### src/rtl/fivesons_pkg.sv
// Shared encodings for the board painter: cell status, game outcome,
// palette and FSM states.
package fivesons_pkg;

    typedef enum logic [2:0] {
        ST_IDLE      = 3'd0,
        ST_BG_FILL   = 3'd1,
        ST_CELL_SCAN = 3'd2,
        ST_CELL_FILL = 3'd3,
        ST_PTR_DRAW  = 3'd4,
        ST_DONE      = 3'd5
    } state_t;

    localparam logic [1:0] CELL_NONE  = 2'd0;
    localparam logic [1:0] CELL_BLACK = 2'd1;
    localparam logic [1:0] CELL_BLUE  = 2'd2;
    localparam logic [1:0] CELL_WIN   = 2'd3;

    localparam logic [1:0] WIN_GAMING = 2'd0;
    localparam logic [1:0] WIN_EQUAL  = 2'd1;
    localparam logic [1:0] WIN_BLACK  = 2'd2;
    localparam logic [1:0] WIN_BLUE   = 2'd3;

    localparam logic [2:0] COL_BG     = 3'b001;
    localparam logic [2:0] COL_BLACK  = 3'b000;
    localparam logic [2:0] COL_BLUE   = 3'b010;
    localparam logic [2:0] COL_YELLOW = 3'b110;
    localparam logic [2:0] COL_PTR    = 3'b111;

    // Win cells only light up once someone has actually won.
    function automatic logic [2:0] cell_color(input logic [1:0] status,
                                              input logic [1:0] win);
        case (status)
            CELL_BLUE: return COL_BLUE;
            CELL_WIN:  return (win == WIN_BLACK || win == WIN_BLUE) ? COL_YELLOW : COL_BLACK;
            default:   return COL_BLACK;
        endcase
    endfunction

endpackage

### src/rtl/board_painter_if.sv
// Frame handshake and video-memory write port of the board painter.
interface board_painter_if #(
    parameter int ADDR_BITS  = 14,
    parameter int COLOR_BITS = 3
);
    logic                  in_cont_signal;
    logic                  out_cont_signal;
    logic                  next_out_cont_signal;
    logic [ADDR_BITS-1:0]  mem_addr;
    logic [COLOR_BITS-1:0] mem_data;
    logic                  mem_wren;

    modport master (
        input  in_cont_signal, next_out_cont_signal,
        output out_cont_signal, mem_addr, mem_data, mem_wren
    );

    modport slave (
        output in_cont_signal, next_out_cont_signal,
        input  out_cont_signal, mem_addr, mem_data, mem_wren
    );
endinterface

### src/rtl/rect_walker.sv
// Emits one pixel coordinate per cycle covering a rectangle, either filled
// (raster order) or as its outline (top, bottom, left, right; no repeats).
module rect_walker #(
    parameter int XW = 8,
    parameter int YW = 8
) (
    input  logic          Clck,
    input  logic          Reset,
    input  logic          start,
    input  logic [XW-1:0] x0,
    input  logic [YW-1:0] y0,
    input  logic [XW-1:0] w,
    input  logic [YW-1:0] h,
    input  logic          outline_only,
    output logic [XW-1:0] px,
    output logic [YW-1:0] py,
    output logic          valid,
    output logic          done
);
    logic          active;
    logic          outline_r;
    logic [XW-1:0] x0_r, w_r, cx;
    logic [YW-1:0] y0_r, h_r, cy;
    logic [1:0]    phase;
    logic          last;

    // Outline phases: 0 top row, 1 bottom row, 2 left column, 3 right column.
    always_comb begin
        if (!outline_r)
            last = (cx == w_r - XW'(1)) && (cy == h_r - YW'(1));
        else
            last = (phase == 2'd1 && cx == w_r - XW'(1) && h_r <= YW'(2)) ||
                   (phase == 2'd3 && cy == h_r - YW'(2));
    end

    assign px    = x0_r + cx;
    assign py    = y0_r + cy;
    assign valid = active;
    assign done  = active && last;

    always_ff @(posedge Clck) begin
        if (!Reset) begin
            active    <= 1'b0;
            outline_r <= 1'b0;
            x0_r      <= '0;
            y0_r      <= '0;
            w_r       <= '0;
            h_r       <= '0;
            cx        <= '0;
            cy        <= '0;
            phase     <= 2'd0;
        end else if (start) begin
            active    <= 1'b1;
            outline_r <= outline_only;
            x0_r      <= x0;
            y0_r      <= y0;
            w_r       <= w;
            h_r       <= h;
            cx        <= '0;
            cy        <= '0;
            phase     <= 2'd0;
        end else if (active) begin
            if (last) begin
                active <= 1'b0;
            end else if (!outline_r) begin
                if (cx == w_r - XW'(1)) begin
                    cx <= '0;
                    cy <= cy + YW'(1);
                end else begin
                    cx <= cx + XW'(1);
                end
            end else begin
                case (phase)
                    2'd0: if (cx == w_r - XW'(1)) begin
                              phase <= 2'd1;
                              cx    <= '0;
                              cy    <= h_r - YW'(1);
                          end else cx <= cx + XW'(1);
                    2'd1: if (cx == w_r - XW'(1)) begin
                              phase <= 2'd2;
                              cx    <= '0;
                              cy    <= YW'(1);
                          end else cx <= cx + XW'(1);
                    2'd2: if (cy == h_r - YW'(2)) begin
                              phase <= 2'd3;
                              cx    <= w_r - XW'(1);
                              cy    <= YW'(1);
                          end else cy <= cy + YW'(1);
                    default: cy <= cy + YW'(1);
                endcase
            end
        end
    end
endmodule

### src/rtl/board_painter.sv
// Repaints the whole board into external video RAM: background, occupied
// cells, then the cursor outline, and hands off via the continuation pair.
module board_painter
    import fivesons_pkg::*;
#(
    parameter int BOARD_W    = 16,
    parameter int BOARD_H    = 16,
    parameter int CELL_PX_W  = 10,
    parameter int CELL_PX_H  = 6,
    parameter int COLOR_BITS = 3,
    parameter int ADDR_BITS  = 14
) (
    input  logic                                          Clck,
    input  logic                                          Reset,
    board_painter_if.master                               bus,
    input  logic [BOARD_W*BOARD_H*2-1:0]                  board,
    input  logic [1:0]                                    winning_information,
    input  logic [$clog2(BOARD_H)+$clog2(BOARD_W)-1:0]    pointer_loc
);
    localparam int SCR_W = BOARD_W * CELL_PX_W;
    localparam int SCR_H = BOARD_H * CELL_PX_H;
    localparam int XW    = $clog2(SCR_W + 1);
    localparam int YW    = $clog2(SCR_H + 1);
    localparam int AW    = XW + YW;
    localparam int PXW   = $clog2(BOARD_W);
    localparam int PYW   = $clog2(BOARD_H);
    localparam int IDXW  = $clog2(BOARD_W * BOARD_H) + 1;

    state_t                      state, state_nx;
    logic [BOARD_W*BOARD_H*2-1:0] board_r;
    logic [1:0]                  win_r;
    logic [PXW-1:0]              ptr_x_r, ptr_x_in, cell_x;
    logic [PYW-1:0]              ptr_y_r, ptr_y_in, cell_y;
    logic [2:0]                  color_r, color_nx;
    logic                        capture, cell_step, go_ptr, cell_last;
    logic [IDXW-1:0]             cell_idx;
    logic [1:0]                  cur_status;

    logic                        wk_start, wk_outline, wk_valid, wk_done;
    logic [XW-1:0]               wk_x0, wk_w, wk_px;
    logic [YW-1:0]               wk_y0, wk_h, wk_py;
    logic [AW-1:0]               pix_lin;

    // Out-of-range cursor coordinates snap to the last column / row.
    if (2**PXW > BOARD_W) begin : g_clamp_x
        assign ptr_x_in = (pointer_loc[PXW-1:0] > PXW'(BOARD_W-1)) ? PXW'(BOARD_W-1)
                                                                   : pointer_loc[PXW-1:0];
    end else begin : g_pass_x
        assign ptr_x_in = pointer_loc[PXW-1:0];
    end
    if (2**PYW > BOARD_H) begin : g_clamp_y
        assign ptr_y_in = (pointer_loc[PXW+PYW-1:PXW] > PYW'(BOARD_H-1)) ? PYW'(BOARD_H-1)
                                                                         : pointer_loc[PXW+PYW-1:PXW];
    end else begin : g_pass_y
        assign ptr_y_in = pointer_loc[PXW+PYW-1:PXW];
    end

    assign cell_idx   = IDXW'(cell_y) * IDXW'(BOARD_W) + IDXW'(cell_x);
    assign cur_status = 2'(board_r >> {cell_idx, 1'b0});
    assign cell_last  = (cell_x == PXW'(BOARD_W-1)) && (cell_y == PYW'(BOARD_H-1));
    assign pix_lin    = AW'(wk_py) * AW'(SCR_W) + AW'(wk_px);

    rect_walker #(.XW(XW), .YW(YW)) u_walker (
        .Clck         (Clck),
        .Reset        (Reset),
        .start        (wk_start),
        .x0           (wk_x0),
        .y0           (wk_y0),
        .w            (wk_w),
        .h            (wk_h),
        .outline_only (wk_outline),
        .px           (wk_px),
        .py           (wk_py),
        .valid        (wk_valid),
        .done         (wk_done)
    );

    always_ff @(posedge Clck) begin
        if (!Reset) begin
            state   <= ST_IDLE;
            board_r <= '0;
            win_r   <= '0;
            ptr_x_r <= '0;
            ptr_y_r <= '0;
            cell_x  <= '0;
            cell_y  <= '0;
            color_r <= '0;
        end else begin
            state <= state_nx;
            if (wk_start)
                color_r <= color_nx;
            if (capture) begin
                board_r <= board;
                win_r   <= winning_information;
                ptr_x_r <= ptr_x_in;
                ptr_y_r <= ptr_y_in;
                cell_x  <= '0;
                cell_y  <= '0;
            end else if (cell_step) begin
                if (cell_x == PXW'(BOARD_W-1)) begin
                    cell_x <= '0;
                    cell_y <= cell_y + PYW'(1);
                end else begin
                    cell_x <= cell_x + PXW'(1);
                end
            end
        end
    end

    // Every walker launch coincides with the state change, so writes follow back to back.
    always_comb begin
        state_nx   = state;
        wk_start   = 1'b0;
        wk_outline = 1'b0;
        wk_x0      = '0;
        wk_y0      = '0;
        wk_w       = '0;
        wk_h       = '0;
        color_nx   = COL_BG;
        capture    = 1'b0;
        cell_step  = 1'b0;
        go_ptr     = 1'b0;
        case (state)
            ST_IDLE: if (bus.in_cont_signal) begin
                state_nx = ST_BG_FILL;
                capture  = 1'b1;
                wk_start = 1'b1;
                wk_w     = XW'(SCR_W);
                wk_h     = YW'(SCR_H);
            end
            ST_BG_FILL: if (wk_done) state_nx = ST_CELL_SCAN;
            ST_CELL_SCAN: begin
                if (cur_status != CELL_NONE) begin
                    state_nx = ST_CELL_FILL;
                    wk_start = 1'b1;
                    wk_x0    = XW'(cell_x) * XW'(CELL_PX_W);
                    wk_y0    = YW'(cell_y) * YW'(CELL_PX_H);
                    wk_w     = XW'(CELL_PX_W);
                    wk_h     = YW'(CELL_PX_H);
                    color_nx = cell_color(cur_status, win_r);
                end else if (cell_last) begin
                    go_ptr = 1'b1;
                end else begin
                    cell_step = 1'b1;
                end
            end
            ST_CELL_FILL: if (wk_done) begin
                if (cell_last) begin
                    go_ptr = 1'b1;
                end else begin
                    state_nx  = ST_CELL_SCAN;
                    cell_step = 1'b1;
                end
            end
            ST_PTR_DRAW: if (wk_done) state_nx = ST_DONE;
            ST_DONE: if (bus.next_out_cont_signal) state_nx = ST_IDLE;
            default: state_nx = ST_IDLE;
        endcase
        if (go_ptr) begin
            state_nx   = ST_PTR_DRAW;
            wk_start   = 1'b1;
            wk_outline = 1'b1;
            wk_x0      = XW'(ptr_x_r) * XW'(CELL_PX_W);
            wk_y0      = YW'(ptr_y_r) * YW'(CELL_PX_H);
            wk_w       = XW'(CELL_PX_W);
            wk_h       = YW'(CELL_PX_H);
            color_nx   = COL_PTR;
        end
    end

    always_comb begin
        bus.out_cont_signal = (state == ST_DONE);
        bus.mem_wren        = wk_valid;
        bus.mem_addr        = wk_valid ? ADDR_BITS'(pix_lin) : '0;
        bus.mem_data        = wk_valid ? COLOR_BITS'(color_r) : '0;
    end
endmodule

### src/flat_wrapper.sv
// flat-port wrapper written by rule: the top's interface ports become plain ports
module board_painter_flat import fivesons_pkg::*;
#(
    parameter int BOARD_W    = 16,
    parameter int BOARD_H    = 16,
    parameter int CELL_PX_W  = 10,
    parameter int CELL_PX_H  = 6,
    parameter int COLOR_BITS = 3,
    parameter int ADDR_BITS  = 14
)
  (Clck, Reset, board, winning_information, pointer_loc, bus_in_cont_signal, bus_next_out_cont_signal, bus_out_cont_signal, bus_mem_addr, bus_mem_data, bus_mem_wren);
  board_painter_if #(.ADDR_BITS(ADDR_BITS), .COLOR_BITS(COLOR_BITS)) bus_i ();
  input  logic Clck;
  input  logic Reset;
  input  logic [BOARD_W*BOARD_H*2-1:0] board;
  input  logic [1:0] winning_information;
  input  logic [$clog2(BOARD_H)+$clog2(BOARD_W)-1:0] pointer_loc;
  input wire logic [$bits(bus_i.in_cont_signal)-1:0] bus_in_cont_signal;
  input wire logic [$bits(bus_i.next_out_cont_signal)-1:0] bus_next_out_cont_signal;
  output wire logic [$bits(bus_i.out_cont_signal)-1:0] bus_out_cont_signal;
  output wire logic [$bits(bus_i.mem_addr)-1:0] bus_mem_addr;
  output wire logic [$bits(bus_i.mem_data)-1:0] bus_mem_data;
  output wire logic [$bits(bus_i.mem_wren)-1:0] bus_mem_wren;
  assign bus_i.in_cont_signal = bus_in_cont_signal;
  assign bus_i.next_out_cont_signal = bus_next_out_cont_signal;
  assign bus_out_cont_signal = bus_i.out_cont_signal;
  assign bus_mem_addr = bus_i.mem_addr;
  assign bus_mem_data = bus_i.mem_data;
  assign bus_mem_wren = bus_i.mem_wren;
  board_painter #(.BOARD_W(BOARD_W), .BOARD_H(BOARD_H), .CELL_PX_W(CELL_PX_W), .CELL_PX_H(CELL_PX_H), .COLOR_BITS(COLOR_BITS), .ADDR_BITS(ADDR_BITS)) u_core (.Clck(Clck), .Reset(Reset), .bus(bus_i), .board(board), .winning_information(winning_information), .pointer_loc(pointer_loc));
endmodule
### config.mk
export PLATFORM = sky130hd
export DESIGN_NAME = board_painter_flat
export DESIGN_NICKNAME = d
export VERILOG_FILES = /design/src/rtl/fivesons_pkg.sv /design/src/rtl/board_painter_if.sv /design/src/rtl/rect_walker.sv /design/src/rtl/board_painter.sv /design/src/flat_wrapper.sv
export SDC_FILE = /design/constraint.sdc
export NUM_CORES = 1
export LEC_CHECK = 0
export CAP_MARGIN = 20
export CORE_AREA = 3 3 260 262
export DETAILED_ROUTE_END_ITERATION = 8
export DIE_AREA = 0 0 263 265
export HOLD_SLACK_MARGIN = 0.15
export PLACE_DENSITY = 0.81
export SLEW_MARGIN = 10
export SYNTH_ARGS = -nofsm -noshare
export SYNTH_HDL_FRONTEND = slang
export SYNTH_HIERARCHICAL = 1
export SYNTH_SLANG_ARGS = --single-unit
### constraint.sdc
create_clock -name Clck -period 4.5 [get_ports Clck]
set_input_delay 0.9 -clock Clck [delete_from_list [all_inputs] [get_ports Clck]]
set_output_delay 0.9 -clock Clck [all_outputs]
set_load 0.01 [all_outputs]
==> results_dict.tcl <==
set metrics [dict create \
    antenna_found_initial 17 \
    dp_hpwl_um 67700 \
    cp-startpoint "u_core/u_walker/y0_r[0]$_SDFFE_PN0P_" \
    async_flop_share_pct 0 \
    hold_viol 0 \
    min_path_type "reg2reg" \
    reg2reg_depth 14 \
    syn_inst 3241 \
    drt_iter0_markers 2266 \
    io_buffers 543 \
    finalSetupViolCount 3 \
    core_mm2 0.0656 \
    area_delta_synth_final_pct 32.0 \
    netlist.area_leader.share_pct 40.6 \
    setup_tns_ns -0.320 \
    via_count 25288 \
    num-nets-final 4320 \
    clock-root-buffer "clkbuf_16" \
    drt_pass1_iterations 5 \
    top_layer "met5" \
    path_max_fanout 2 \
    grt_pass1_vias 25003 \
    cts_buffers 67 \
    cts_tree "done" \
    ys_seq_area_share_pct 40.6 \
    die_h_um 265 \
    avgRoutedWirePerCell_um 20.1 \
    wirelength_um 93700 \
    viasPerCell 5.43 \
    yosysUniqueCellTypes 88 \
    synthTopCellsByCount "nand2_1 (1107), dfxtp_1 (584), a21boi_0 (522), clkbuf_1 (191), mux4_2 (119)" \
    dr_wl_met2_um 45400 \
    ant_nets 0 \
    synth_area_per_cell_um2 8.89 \
    synth-edff-count 0 \
    period_minus_slack_ns 4.68 \
    m1WireLength_um 38500 \
    layout-drive-gt1-share_pct 11.7 \
    drv_cap 0 \
    worst_setup_path_end_kind "output pin" \
    ys.flop_type "dfxtp_1" \
    route.detailed.drc 0 \
    slew_headroom_pct 34.0 \
    hold_start "u_core/board_r[389]$_SDFFE_PN0P_" \
    overflow 0 \
    grt_usage_pct 25.7 \
    fp.dieW_um 263 \
    synth_area_leaders "dfxtp_1 (41%), nand2_1 (14%), a21boi_0 (14%)" \
    grt_max_degree 199 \
    path_class "reg2out" \
    rsz0062_at_grt "true" \
    p_leak_nw 14.2 \
    worstMarginPinSlew_ns 0.990 \
    yosysTopAreaCell "dfxtp_1" \
    rows 94 \
    initial_utilization_pct 43.9 \
    syn_area_mm2 0.0288 \
    fin_util_pct 57.9 \
    clockBufferDepth 3 \
    fp.dieArea_mm2 0.0697 \
    htree_levels 3 \
    required_ns 3.60 \
    slew_viol_final 0 \
    yosysWarnings 6 \
    p_per_area_mw_per_mm2 358 \
    timing.rr.start "u_core/cell_x[0]$_SDFFE_PP0N_" \
    clock_skew_ns 0.0322 \
    io_pins 545 \
    cp.arrival_ns 3.78 \
    timing.final.ws_setup_ns -0.181 \
    fillers 5556 \
    period_share_pct 104 \
    synthMostInstantiatedCell "nand2_1" \
    wl_met3_um 6480 \
    worstSetupStartpointType "flop" \
    max_freq_mhz 214 \
    clk_pin_slew_worst_paths_ns 0.05 \
    ir_drop_uv 324 \
    place_congestion 0.912 \
    min_path_cells 2 \
    clkLatencyLatePin_ns 0.61 \
    status "finished with violations" \
    clkSinkCount 584 \
    failed_checks "negative setup slack" \
    ctsHoldBuffers 0 \
    grt_pass1_wl_um 141000 \
    ys_ff_latch 584 \
]
power by group:
group	total, mW	internal, mW	switching (mW)
logic	2.16	1.04	1.12
clock network	5.60	3.28	2.32
registers	5.85	5.60	0.256
layout make-up:
| type | instances | area (um2) | share of cell area, % |
|---|---|---|---|
| well taps | 864 | 1080 | 2.84 |
| diodes | 14 | 35.0 | 0.0921 |
| multi-input cells | 2371 | 16200 | 42.7 |
| flip-flops and latches | 584 | 11700 | 30.8 |
| repair buffers | 657 | 6520 | 17.2 |
| clock inverters | 31 | 412 | 1.08 |
| clock buffers | 90 | 1840 | 4.85 |
| inverters | 48 | 188 | 0.494 |
cells in the final DEF, fill, tap and decap left out, types with 13 or more instances in the layout:
cell type	synthesis	routed
a211oi_1	15	15
a21boi_0	522	522
a21o_1	14	14
a21oi_1	41	32
a22oi_1	15	15
and2_1	23	23
buf_12	0	19
buf_4	12	92
clkbuf_1	191	15
clkbuf_16	0	67
clkdlybuf4s50_1	0	535
dfxtp_1	584	573
diode_2	0	14
ha_1	57	48
inv_1	48	42
mux2i_1	71	71
mux4_2	119	119
nand2_1	1107	1106
nand2b_1	13	13
nand3_1	19	16
nor2_1	28	27
nor2b_1	43	41
o21ai_0	20	19
o22ai_1	17	17
xnor2_1	34	26
xor2_1	26	24
what timing repair did:
item                       CTS  global route
pin swaps                   30            32
gates cloned                 0             0
resized for setup           55            32
setup endpoints to repair    7            18
setup buffers                7             7
sequential cells by signal, indices dropped and copies added, names as in the netlist:
signal	count
u_core/ptr_x_r	4
u_core/u_walker/x0_r	8
u_core/state	3
u_core/cell_x	4
u_core/u_walker/cx	8
u_core/u_walker/phase	2
u_core/u_walker/valid	1
u_core/u_walker/outline_r	1
u_core/u_walker/y0_r	7
u_core/win_r	1
u_core/u_walker/cy	7
u_core/color_r	3
u_core/board_r	512
u_core/u_walker/w_r	8
u_core/ptr_y_r	4
u_core/cell_y	4
u_core/u_walker/h_r	7
cell families (layout without fill, tap and decap cells):
family,count (synthesis),count (layout),synth area share (%)
other,1,23,0.0130
adder cells (fa/ha/maj),65,65,3.03
flip-flops,584,584,40.6
XOR/XNOR,62,62,1.98
AND/OR/NAND/NOR,1299,1299,18.5
AO/OA/AOI/OAI,735,735,19.2
buffers and inverters,294,826,4.29
multiplexers,201,201,12.4
per-layer routing:
layer	GRT usage (%)	up-vias
met2	43.1	902
met1	32.6	12140
met3	5.06	180
met4	10.4	4
li1	-	12062
met5	0	-
worst max-delay path, stage by stage, from the launching register on:
cell and delay (ns):
dfxtp_2 0.35, ha_4 0.14, inv_2 0.03, fa_2 0.33, buf_4 0.16, xnor2_4 0.16
ha_2 0.21, ha_4 0.14, inv_2 0.04, fa_2 0.41, inv_1 0.08, a21o_1 0.16
a21oi_4 0.07, xnor2_2 0.16, nand3_2 0.13, xnor2_2 0.18, xnor2_1 0.14, and2_1 0.14
buf_2 0.13
worst paths after layout:
kind                            slack [ns]                                  to
worst max-delay path                 -0.18                    bus_mem_addr[13]
worst min-delay path                  0.46    u_core/board_r[389]$_SDFFE_PN0P_
worst max register to register        0.27  u_core/u_walker/cx[2]$_SDFFE_PP0P_
worst min register to register        0.46    u_core/board_r[389]$_SDFFE_PN0P_
metrics by stage:
stage	hold slack [ns]	cells	setup WS [ns]	instance area, um2	power (mW)
floorplan	0.439	3249	0.360	28800	7.12
global placement	0.449	4510	-0.112	35300	8.03
detailed placement	0.456	4510	-0.188	35300	8.09
CTS	0.464	4638	-0.205	37800	13.7
global route	0.477	4655	-0.312	38000	14.1
finish	0.461	4659	-0.181	38000	13.6
No activity file was read; power rests on OpenSTA's default activity.
